<file path="src/rtl/traffic_input_cond.sv">
// Input conditioning for the traffic controller:
// sync + debounce of raw inputs, sticky walk request, tick timebase.

module traffic_db_stage #(
  parameter int DB_CYCLES = 1000000
) (
  input  logic clock,
  input  logic reset,
  input  logic raw,
  output logic stable
);

  localparam int CW = $clog2(DB_CYCLES);
  localparam logic [CW-1:0] CMAX = CW'(DB_CYCLES - 1);

  logic          s1_q, s1_d;
  logic          s2_q, s2_d;
  logic          stb_q, stb_d;
  logic [CW-1:0] cnt_q, cnt_d;

  // Two-flop sync, then count consecutive differing samples.
  always_comb begin
    s1_d  = raw;
    s2_d  = s1_q;
    stb_d = stb_q;
    cnt_d = '0;
    if (s2_q != stb_q) begin
      if (cnt_q == CMAX) begin
        stb_d = s2_q;
      end else begin
        cnt_d = cnt_q + 1'b1;
      end
    end
  end

  // Sync and debounce state.
  always_ff @(posedge clock or negedge reset) begin
    if (!reset) begin
      s1_q  <= 1'b0;
      s2_q  <= 1'b0;
      stb_q <= 1'b0;
      cnt_q <= '0;
    end else begin
      s1_q  <= s1_d;
      s2_q  <= s2_d;
      stb_q <= stb_d;
      cnt_q <= cnt_d;
    end
  end

  assign stable = stb_q;

endmodule

module traffic_input_cond #(
  parameter int TICK_DIV  = 100000000,
  parameter int DB_CYCLES = 1000000
) (
  input  logic clock,
  input  logic reset,
  input  logic walk_btn,
  input  logic sensor_in,
  input  logic walk_ack,
  output logic tick,
  output logic sensor,
  output logic walk_req
);

  localparam int TW = $clog2(TICK_DIV);
  localparam logic [TW-1:0] TMAX = TW'(TICK_DIV - 1);

  typedef enum logic {
    IDLE    = 1'b0,
    PENDING = 1'b1
  } state_e;

  logic          walk_stb;
  logic          walk_prev_q, walk_prev_d;
  logic          walk_rise;
  state_e        state_q, state_d;
  logic [TW-1:0] tcnt_q, tcnt_d;
  logic          tick_q, tick_d;

  traffic_db_stage #(
    .DB_CYCLES(DB_CYCLES)
  ) u_db_walk (
    .clock (clock),
    .reset (reset),
    .raw   (walk_btn),
    .stable(walk_stb)
  );

  traffic_db_stage #(
    .DB_CYCLES(DB_CYCLES)
  ) u_db_sensor (
    .clock (clock),
    .reset (reset),
    .raw   (sensor_in),
    .stable(sensor)
  );

  assign walk_rise = walk_stb & ~walk_prev_q;

  // Walk request FSM; a fresh rise beats a same-cycle ack.
  always_comb begin
    walk_prev_d = walk_stb;
    state_d     = state_q;
    unique case (state_q)
      IDLE: begin
        if (walk_rise) state_d = PENDING;
      end
      PENDING: begin
        if (!walk_rise && walk_ack) state_d = IDLE;
      end
      default: state_d = IDLE;
    endcase
  end

  // Free-running timebase, pulse on wrap.
  always_comb begin
    tick_d = (tcnt_q == TMAX);
    tcnt_d = tick_d ? '0 : tcnt_q + 1'b1;
  end

  // Request and timebase registers.
  always_ff @(posedge clock or negedge reset) begin
    if (!reset) begin
      walk_prev_q <= 1'b0;
      state_q     <= IDLE;
      tcnt_q      <= '0;
      tick_q      <= 1'b0;
    end else begin
      walk_prev_q <= walk_prev_d;
      state_q     <= state_d;
      tcnt_q      <= tcnt_d;
      tick_q      <= tick_d;
    end
  end

  assign walk_req = (state_q == PENDING);
  assign tick     = tick_q;

endmodule

</file>
<file path="config.mk">
export PLATFORM = sky130hd
export DESIGN_NAME = traffic_input_cond
export DESIGN_NICKNAME = d
export VERILOG_FILES = /design/src/rtl/traffic_input_cond.sv
export SDC_FILE = /design/constraint.sdc
export NUM_CORES = 1
export LEC_CHECK = 0
export CORE_UTILIZATION = 40
export DETAILED_ROUTE_END_ITERATION = 6
export MAX_ROUTING_LAYER = met4
export PLACE_DENSITY = 0.57
export SYNTH_ARGS = -nofsm -noshare
export SYNTH_HDL_FRONTEND = slang
export SYNTH_SLANG_ARGS = --single-unit
</file>
<file path="constraint.sdc">
create_clock -name clock -period 4.1 [get_ports clock]
set_input_delay 0.82 -clock clock [delete_from_list [all_inputs] [get_ports clock]]
set_output_delay 0.82 -clock clock [all_outputs]
set_load 0.05 [all_outputs]
</file>
**Word-level counts from Yosys, hierarchy flattened**

Cells that the tools add are included.

- Memory bits (writable): 0
- Memory bits (read-only): 0
- Output and inout bits: 3
- Latch bits: 0
- Memories kept: 0
- Word-level logic and storage cells: 35
- Bits in registers: 76

- Add/sub/neg operators: 3
- Order comparisons: 0
- Equality and inequality tests: 5
- Div/mod/pow operators: 0
- Bitwise operators: 3
- Muxes and demuxes: 8
- Multipliers: 0
- Reduce and logical (&&, ||, !) cells: 4
- Shifts and indexed selects: 0

Operator list:

| operator | count |
|---|---|
| $mux W20 | 4 |
| $add A20 B1 Y20 const B | 2 |
| $eq A20 B20 Y1 const B | 2 |
| $add A27 B1 Y27 const B | 1 |
| $eq A27 B27 Y1 const B | 1 |
| $mux W27 | 1 |
| $reduce_and A2 Y1 | 2 |
| $mux W1 | 2 |
| $ne A1 B1 Y1 | 2 |
| $not A1 Y1 | 2 |
| $pmux W1 S2 | 1 |
| $and A1 B1 Y1 | 1 |
| $logic_and A1 B1 Y1 | 1 |
| $logic_not A1 Y1 | 1 |

**Depth between registers and ports, before layout**

Gate-level depths: netlist of the first run.

- Depth in word-level cells: 6
- Depth in mapped cells: 7
- Mapped depth without buffers: 5

**Modules after synthesis**

From an unflattened synthesis of the first run, not the netlist that was laid out.

- Cell total of the unflattened synthesis: 367
- Area total of the unflattened synthesis: 3,658.5 µm²

Modules (own cells, without submodules):

| module | instances | cells an instance | area each (µm²) | seq. area each (µm²) |
|---|---|---|---|---|
| traffic_db_stage | 2 | 110 | 1,108.6 | 575.6 |
| traffic_input_cond | 1 | 147 | 1,441.4 | 750.7 |

**Least setup slack after synthesis of the first run**

Ideal clock, no wire load.

- Path type: register to register
- From: reg tcnt_q[2]
- To: reg tcnt_q[23]
- Data required time: 4.027 ns
- Arrival time: 1.717 ns
- Cell stages (with the launch flop): 6
- Clock period less this slack: 1.790 ns
- Library setup time: 0.073 ns
- Slack: 2.310 ns
- Path buffers: 1
- Path through: dfrtp_1 -> clkbuf_1 -> nand3_1 -> or4_4 -> or4_4 -> a21oi_2

- Cells in the longest elaborated chain, start to end: 2
- Elaborated cells on any way between the ends: 3
- Those cells by class: add/sub (1); eq/ne (1); mux (1)

RTL lines:

| element | RTL line | RTL |
|---|---|---|
| start, declared | 81 | `logic [TW-1:0] tcnt_q, tcnt_d;` |
| start signal, assigned | 135 | `tcnt_q <= tcnt_d;` |
| $add A27 B1 Y27 / $eq A27 B27 Y1 (equally long branches) | 122, 121 |  |
| $mux W27 (*) | 122 | `tcnt_d = tick_d ? '0 : tcnt_q + 1'b1;` |
| named net tcnt_d[23] | 81 |  |

The timed path passes the listed nets; every way through them passes the cells marked *.
A chain may end at the register's enable or synchronous reset.

**Worst setup path in the final report of the first run**

- From: reg u_db_sensor.stb_q (netlist: u_db_sensor.stable)
- To: out sensor

RTL lines:

| element | RTL line | RTL |
|---|---|---|
| start, declared | 18 | `logic stb_q, stb_d;` |
| start signal, assigned | 46 | `stb_q <= stb_d;` |
| end, declared | 65 | `output logic sensor,` |

No word-level cell between the ends.

==> results of run 1 <==
cell families after synthesis:
group	synth area share [%]
and+or+nand+nor	26.4
DFF	51.8
AOI/OAI and AO/OA	7.64
xor gates and xnor gates	9.79
buffers and inverters	2.49
muxes	0.886
adders and majority gates	1.02
registers in the layout, summed over array words and instances (netlist names):
name and cells:
tcnt_q 27, tick 1, u_db_sensor.cnt_q 20, u_db_sensor.s1_q 1, u_db_sensor.s2_q 1, u_db_sensor.stable 1, u_db_walk.cnt_q 20, u_db_walk.s1_q 1
u_db_walk.s2_q 1, u_db_walk.stable 1, walk_prev_q 1, walk_req 1
power by group:
group          internal [uW]  total, uW  switching, uW  leakage [uW]
clock network            214        478            264     0.0000763
registers                756        761           5.60       0.00103
logic                   9.62       34.7           25.0      0.000468
total                    980       1270            295       0.00158
worst reg2reg max path, delay by kind of cell (launching register included):
| family | cells | cell delay [ns] |
|---|---|---|
| buffers and inverters | 1 | 0.29 |
| AOI/OAI and AO/OA | 2 | 0.64 |
| DFF | 1 | 0.39 |
| adders and majority gates | 1 | 0.21 |
| and+or+nand+nor | 2 | 0.40 |
final timing paths:
path	startpoint	end	slack (ns)	cells after the start
worst max-delay path	u_db_sensor.stable	sensor	1.75	1
worst min-delay path	u_db_sensor.s1_q	u_db_sensor.s2_q	0.36	0
worst max register to register	u_db_walk.cnt_q[0]	u_db_walk.cnt_q[16]	2.04	6
worst min register to register	u_db_sensor.s1_q	u_db_sensor.s2_q	0.36	0
max in group asynchronous	reset	tcnt_q[17]	2.87	1
min in group asynchronous	reset	u_db_walk.cnt_q[17]	0.62	1
cell usage after synthesis (6+ instances only):
library cell  number  area share, %
xnor2_1           24            5.7
clkbuf_1           6           0.61
o21ai_0           11            1.5
and3_1             8            1.4
xor2_1            17            4.1
nand3_1           24            3.3
dfrtp_1           76             52
nor3_1             8            1.1
or4_1             11            2.3
a21oi_1           15            2.0
o31ai_1           10            2.0
nand2_1           21            2.1
nand4_1           15            2.6
and4_1             7            1.7
nor4_1            10            1.7
or3_1             10            1.7
nor2_1            41            4.2
inv_1             13            1.3
final cells by class:
class / instances / share of cell area, %
Sequential cell: 76 / 47.5
Multi-Input combinational cell: 266 / 42.0
Clock buffer: 12 / 3.37
Tap cell: 108 / 3.37
Timing Repair Buffer: 10 / 2.25
Inverter: 13 / 1.22
Clock inverter: 2 / 0.344
per-layer routing:
metal	track usage, %	up-vias	wire length, um
met5	-	-	0
met4	6.41	0	110
met3	4.08	11	174
met2	26.2	31	3170
met1	21.5	1311	3530
li1	-	1346	-
per-stage QoR:
stage / util (%) / instances / total power [uW] / worst slack (ns) / hold slack [ns]
global placement: 43.8 / 473 / 812 / 2.04 / 0.336
CTS: 45.5 / 487 / 1300 / 1.73 / 0.363
global route: 45.5 / 487 / 1330 / 1.69 / 0.376
detailed placement: 43.8 / 473 / 813 / 2.03 / 0.338
finish: 45.5 / 487 / 1270 / 1.75 / 0.358
floorplan: - / 365 / 789 / 2.31 / 0.331
==> flow_metrics.tcl, run 1 <==
set metrics [dict create \
    grt_pass1_wl_um 12700 \
    cpPeakStageDelay_ns 0.81 \
    floorplan.initialDensity_pct 41.7 \
    timing.max_slew.rel_slack_pct 36.7 \
    placement.io_buffers 7 \
    result_of_the_run "finished, final reports clean" \
    routed_wl_um 6980 \
    routed-via-count 2699 \
    number_of_hold_repair_buffers_added_at_the_cts_stage 0 \
    final.fill_count 844 \
    yosysWarnings 0 \
    synthToLayoutAreaGrowth_pct 9.17 \
    cts_resized 0 \
    place_hpwl_um 4690 \
    die_area_sq_um 9560 \
    synth.avg_cell_area_sq_um 10.1 \
    crit_type "reg2out" \
    layout_commonest_cell "dfrtp_1" \
    synth_cell_types 41 \
    num_io_pins 8 \
    nets 384 \
    yosys_register_bits 76 \
    grtUsageTotal_pct 16.9 \
    cts.sink_count 76 \
    place_area_sq_um 3860 \
    power_density_nw_per_um2 318 \
    gp_congestion 0.783 \
    area.sequential_sq_um 1900 \
    grt_antenna_before_repair 0 \
    final.min_clock_period_ns 2.35 \
    ys_seq_area_share_pct 51.8 \
    dieHeight_um 97.8 \
    worst-path-max-fanout 3 \
    cp_cell_sequence "clkdlybuf4s50_1" \
    final_layout_size_suffix_gt1_share_pct 6.86 \
    critical_path.top_delay_family "buffers and inverters" \
    path_clk_slew_ns 0.07 \
    post_cts_buffers 0 \
    leakage_uw 0.00158 \
    cp.required_ns 3.28 \
    synth.net_count 373 \
    ctsLongestPathBuffers 2 \
    grt-ovfl-total 0 \
    fin_setup_tns_ns 0 \
    drt-pass1-iter-count 4 \
    multi_input_area_sq_um 1680 \
    share_of_synthesized_registers_carrying_an_async_set_or_reset_pct 100 \
    drc_errors 0 \
    mostFrequentLayoutCells "dfrtp_1 (76), nor2_1 (41), nand3_1 (24), xnor2_1 (24), nand2_1 (21)" \
    n_antenna_cell 0 \
    tritoncts_clock_tree "yes" \
    drv_slew 0 \
    cell_type_of_the_slowest_stage_on_the_worst_timing_path "clkdlybuf4s50_1" \
    grt_setup_unrepaired "false" \
    crit_path_start_kind "register" \
    die_w_um 97.8 \
    maxClockFrequency_mhz 425 \
    synth_edf_count 0 \
    tightestPinTransition_ns 0.950 \
    grt_pass1_vias 2714 \
    hold_path_class "reg2reg" \
    row_count 34 \
    fin_worst_skew_ns 0.0109 \
    postSynth.topFlopCell "dfrtp_1" \
    drt_iter0_markers 86 \
    clockRootBuffer "clkbuf_8" \
    critPathBufInv 1 \
    floorplan.core_area_sq_um 8810 \
    number_of_h_tree_branching_levels 3 \
    post-route-cell-area_sq_um 4010 \
    worst_setup_path_end_kind "output pin" \
    grt_start_max_net_pins 77 \
    routedWlPerCell_um 14.3 \
    clk_latency_ns 0.35 \
    numCtsBuffers 9 \
    ir_drop_uv 162 \
    vias_per_cell 5.54 \
    netlist_area_before_placement_sq_um 3670 \
    timing_hold_violations_final 0 \
    drt.antenna.violating_nets 0 \
    number_of_instances_in_the_synthesized_netlist 365 \
    max-cap-violations 0 \
    worst_ep_arrival_time_ns 1.53 \
    final.period_utilization_pct 57.4 \
    setup_viol_count_final 0 \
]
(Power assumes the default switching activity.)
==> run 2, diff against run 1 <==
==> constraint.sdc (replaced) <==
create_clock -name clock -period 2.4 [get_ports clock]
set_input_delay 0.48 -clock clock [delete_from_list [all_inputs] [get_ports clock]]
set_output_delay 0.48 -clock clock [all_outputs]
set_load 0.05 [all_outputs]
==> run 2 against run 1 <==
Effect of this change: via count about the same; worst hold slack lost 0.31 ns; count of clock-buffer cells in the layout decreased by 3; critical path depth stayed put; utilization rose by 1.1 points; die area unchanged; clock skew is 0.0023 ns higher; global-route usage fell by 0.44 points; non-clock buffer count up 4.
==> flow_metrics.tcl, run 2 (same netlist as run 1, synthesis figures left out) <==
set metrics [dict create \
    ir_drop_uv 330 \
    drt.antenna.violating_nets 0 \
    cts_resized 0 \
    reg_to_reg_slack_setup_ns 0.42 \
    grtUsageTotal_pct 16.5 \
    area.sequential_sq_um 1900 \
    hold_path_class "in2async" \
    ctsLongestPathBuffers 2 \
    gp_congestion 0.837 \
    crit_path_start_kind "register" \
    max-cap-violations 0 \
    tritoncts_clock_tree "yes" \
    fin_setup_tns_ns 0 \
    timing.max_slew.rel_slack_pct 59.3 \
    critical_path.top_delay_family "buffers and inverters" \
    timing_hold_violations_final 0 \
    place_hpwl_um 4650 \
    synthToLayoutAreaGrowth_pct 11.7 \
    clockRootBuffer "clkbuf_8" \
    grt_pass1_vias 2606 \
    grt_setup_unrepaired "false" \
    vias_per_cell 5.47 \
    cpPeakStageDelay_ns 0.82 \
    post_cts_buffers 0 \
    clk_latency_ns 0.36 \
    cell_type_of_the_slowest_stage_on_the_worst_timing_path "clkdlybuf4s50_1" \
    worst-path-max-fanout 3 \
    power_density_nw_per_um2 574 \
    row_count 34 \
    leakage_uw 0.00162 \
    drt_iter0_markers 105 \
    critPathBufInv 1 \
    routed_wl_um 6910 \
    crit_type "reg2out" \
    drc_errors 0 \
    n_antenna_cell 0 \
    result_of_the_run "finished, final reports clean" \
    cp.required_ns 1.92 \
    number_of_hold_repair_buffers_added_at_the_cts_stage 0 \
    grt_pass1_wl_um 12200 \
    dieHeight_um 97.8 \
    final.period_utilization_pct 84.6 \
    maxClockFrequency_mhz 492 \
    register_bank_with_the_most_flops "tcnt_q" \
    mostFrequentLayoutCells "dfrtp_1 (76), nor2_1 (41), nand3_1 (24), xnor2_1 (24), nand2_1 (21)" \
    grt_antenna_before_repair 0 \
    worst_setup_path_end_kind "output pin" \
    cp_cell_sequence "clkdlybuf4s50_1" \
    grt_start_max_net_pins 45 \
    setup_viol_count_final 0 \
    floorplan.core_area_sq_um 8810 \
    final.min_clock_period_ns 2.03 \
    placement.io_buffers 7 \
    routed-via-count 2698 \
    die_area_sq_um 9560 \
    routedWlPerCell_um 14.0 \
    path_clk_slew_ns 0.09 \
    multi_input_area_sq_um 1680 \
    final_layout_size_suffix_gt1_share_pct 9.09 \
    layout_commonest_cell "dfrtp_1" \
    numCtsBuffers 9 \
    largestRegisters "tcnt_q: 27 flops, u_db_sensor.cnt_q: 20 flops, u_db_walk.cnt_q: 20 flops" \
    num_io_pins 8 \
    worst_ep_arrival_time_ns 1.55 \
    fin_worst_skew_ns 0.0132 \
    drt-pass1-iter-count 4 \
    grt-ovfl-total 0 \
    tightestPinTransition_ns 0.605 \
    die_w_um 97.8 \
    largest_reg_flops 27 \
    cts.sink_count 76 \
    nets 388 \
    number_of_h_tree_branching_levels 3 \
    floorplan.initialDensity_pct 41.7 \
    drv_slew 0 \
    hold_ws_ns 0.0527 \
    final.fill_count 847 \
]
## run 2: layout make-up
class                      count  area share [%]
sequential                    76            46.4
multi-input combinational    266            41.0
tap                          108            3.30
timing repair buffer          14            3.24
clock buffer                   9            3.02
clock inverter                 7            1.83
inverter                      13            1.19
## run 2: final timing paths
| path | end | from | cells after the start |
|---|---|---|---|
| min in group clock | u_db_walk.s2_q | u_db_walk.s1_q | 0 |
| worst min-delay path | u_db_walk.cnt_q[18] | reset | 1 |
| worst min register to register | u_db_walk.s2_q | u_db_walk.s1_q | 0 |
| max in group asynchronous | tcnt_q[22] | reset | 2 |
| worst max-delay path | sensor | u_db_sensor.stable | 1 |
| worst max register to register | tcnt_q[21] | tcnt_q[8] | 4 |
## run 2: stage by stage
step	area (sq um)	instances	total power, uW	util [%]	setup slack (ns)
4_1_cts	4100	493	2390	46.5	0.341
5_1_grt	4100	493	2460	46.5	0.292
3_3_place_gp	3900	477	1390	44.3	0.481
6_report	4100	493	2350	46.5	0.369
2_1_floorplan	3670	365	1350	-	0.610
3_5_place_dp	3900	477	1390	44.3	0.471
## run 2: where the power goes
group	switching, uW	internal (uW)
clock network	505	483
registers	9.44	1290
logic	44.0	20.9
## run 2: layer usage
metal / up-vias / GRT usage (%) / routed length (um)
li1: 1351 / - / -
met5: - / - / 0
met1: 1302 / 21.5 / 3460
met2: 33 / 25.1 / 3190
met4: 0 / 7.34 / 102
met3: 12 / 3.01 / 162
==> run 3, diff against run 2 <==
==> constraint.sdc (replaced) <==
create_clock -name clock -period 2.05 [get_ports clock]
set_input_delay 0.41 -clock clock [delete_from_list [all_inputs] [get_ports clock]]
set_output_delay 0.41 -clock clock [all_outputs]
set_load 0.05 [all_outputs]
==> run 3 against run 2 <==
Effect of this change: the flow now finishes with violations (negative hold slack); sequential power up 17%; combinational power grew 14%; non-clock buffer count grew 8; via count rose by 2.3%; clock skew about the same; sequential share of layout area decreased by 0.70 points.
==> flow_metrics.tcl, run 3 (same netlist as run 1, synthesis figures left out) <==
set metrics [dict create \
    result_of_the_run "finished, violations left" \
    failing_checks "negative hold slack" \
    critPathBufInv 1 \
    cp_cell_sequence "clkdlybuf4s50_1" \
    final.fill_count 825 \
    gp_congestion 0.789 \
    drv_slew 0 \
    cts_resized 0 \
    setup_viol_count_final 0 \
    cpPeakStageDelay_ns 0.82 \
    dr_wl_met3_um 117 \
    grt-ovfl-total 0 \
    power_density_nw_per_um2 661 \
    final_layout_size_suffix_gt1_share_pct 10.7 \
    largest_reg_flops 27 \
    clk_latency_ns 0.34 \
    worst_ep_arrival_time_ns 1.54 \
    number_of_h_tree_branching_levels 3 \
    timing.max_slew.rel_slack_pct 66.3 \
    critical_path.top_delay_family "buffers and inverters" \
    mostFrequentLayoutCells "dfrtp_1 (76), nor2_1 (41), nand3_1 (24), xnor2_1 (24), nand2_1 (21)" \
    floorplan.core_area_sq_um 8810 \
    row_count 34 \
    tritoncts_clock_tree "yes" \
    routedWlPerCell_um 14.5 \
    die_area_sq_um 9560 \
    met2WireLength_um 3340 \
    final.min_clock_period_ns 1.95 \
    ctsLongestPathBuffers 2 \
    clockRootBuffer "clkbuf_8" \
    leakage_uw 0.00166 \
    cp.required_ns 1.64 \
    drt.antenna.violating_nets 0 \
    hold_path_class "in2async" \
    worst_setup_path_end_kind "output pin" \
    area.sequential_sq_um 1900 \
    numCtsBuffers 9 \
    grt_start_max_net_pins 45 \
    route.layer.met1.wl_um 3670 \
    place_hpwl_um 4980 \
    num_io_pins 8 \
    routed_wl_um 7250 \
    grt_pass1_wl_um 12700 \
    cts.sink_count 76 \
    placement.io_buffers 7 \
    floorplan.initialDensity_pct 41.7 \
    drt_iter0_markers 89 \
    fin_setup_tns_ns 0 \
    largestRegisters "tcnt_q: 27 flops, u_db_sensor.cnt_q: 20 flops, u_db_walk.cnt_q: 20 flops" \
    ir_drop_uv 388 \
    grt_pass1_vias 2711 \
    crit_path_start_kind "register" \
    drt-pass1-iter-count 4 \
    number_of_hold_repair_buffers_added_at_the_cts_stage 0 \
    drc_errors 0 \
    grt_antenna_before_repair 0 \
    final.period_utilization_pct 95.1 \
    grtUsageTotal_pct 16.9 \
    tightestPinTransition_ns 0.504 \
    routed-via-count 2760 \
    crit_type "reg2out" \
    register_bank_with_the_most_flops "tcnt_q" \
    vias_per_cell 5.51 \
    synthToLayoutAreaGrowth_pct 13.4 \
    nets 396 \
    die_w_um 97.8 \
    n_antenna_cell 0 \
    worst-path-max-fanout 3 \
    fin_worst_skew_ns 0.0131 \
    layout_commonest_cell "dfrtp_1" \
    cell_type_of_the_slowest_stage_on_the_worst_timing_path "clkdlybuf4s50_1" \
    top_layer_used "met4" \
    grt_setup_unrepaired "false" \
    dieHeight_um 97.8 \
    timing_hold_violations_final 2 \
    multi_input_area_sq_um 1680 \
    post_cts_buffers 0 \
    max-cap-violations 0 \
    rr_startpoint "tcnt_q[0]" \
    path_clk_slew_ns 0.09 \
    crit_start "u_db_sensor.stable" \
    maxClockFrequency_mhz 513 \
    hold_ws_ns -0.00432 \
]
-- run 3: layout make-up --
class                           count  share of cell area, %
Clock buffer                       11                   3.40
Timing Repair Buffer               22                   4.63
Multi-Input combinational cell    266                   40.4
Sequential cell                    76                   45.7
Clock inverter                      5                   1.44
Inverter                           13                   1.17
Tap cell                          108                   3.25
-- run 3: final timing paths --
check / slack, ns / depth (start not counted) / end
setup reg to reg: 0.17 / 5 / tcnt_q[26]
setup / recovery: 0.10 / 1 / sensor
hold / removal: -0.004 / 1 / u_db_walk.cnt_q[15]
min in group clock: 0.35 / 0 / u_db_walk.s2_q
max in group asynchronous: 1.46 / 2 / tcnt_q[8]
hold reg to reg: 0.35 / 0 / u_db_walk.s2_q
-- run 3: metrics by stage --
step	total power, uW	instances	area (sq um)	util [%]	setup WS, ns
2_1_floorplan	1580	365	3670	-	0.260
4_1_cts	2800	501	4160	47.3	0.0729
3_5_place_dp	1630	485	3960	45.0	0.167
3_3_place_gp	1630	485	3960	45.0	0.224
5_1_grt	2870	501	4160	47.3	0.0377
6_report	2750	501	4160	47.3	0.100
-- run 3: routing by layer --
layer | vias up | global-route usage, %
met5 | - | -
met4 | 0 | 6.18
met3 | 10 | 2.79
met2 | 23 | 25.8
met1 | 1357 | 22.9
li1 | 1370 | -
-- run 3: where the power goes --
group          internal (uW)  leakage (uW)  switching [uW]  total, uW
combinational           23.3      0.000530            50.6       73.9
clock                    601     0.0000999             553       1150
sequential              1510       0.00103            11.2       1520
total                   2140       0.00166             615       2750
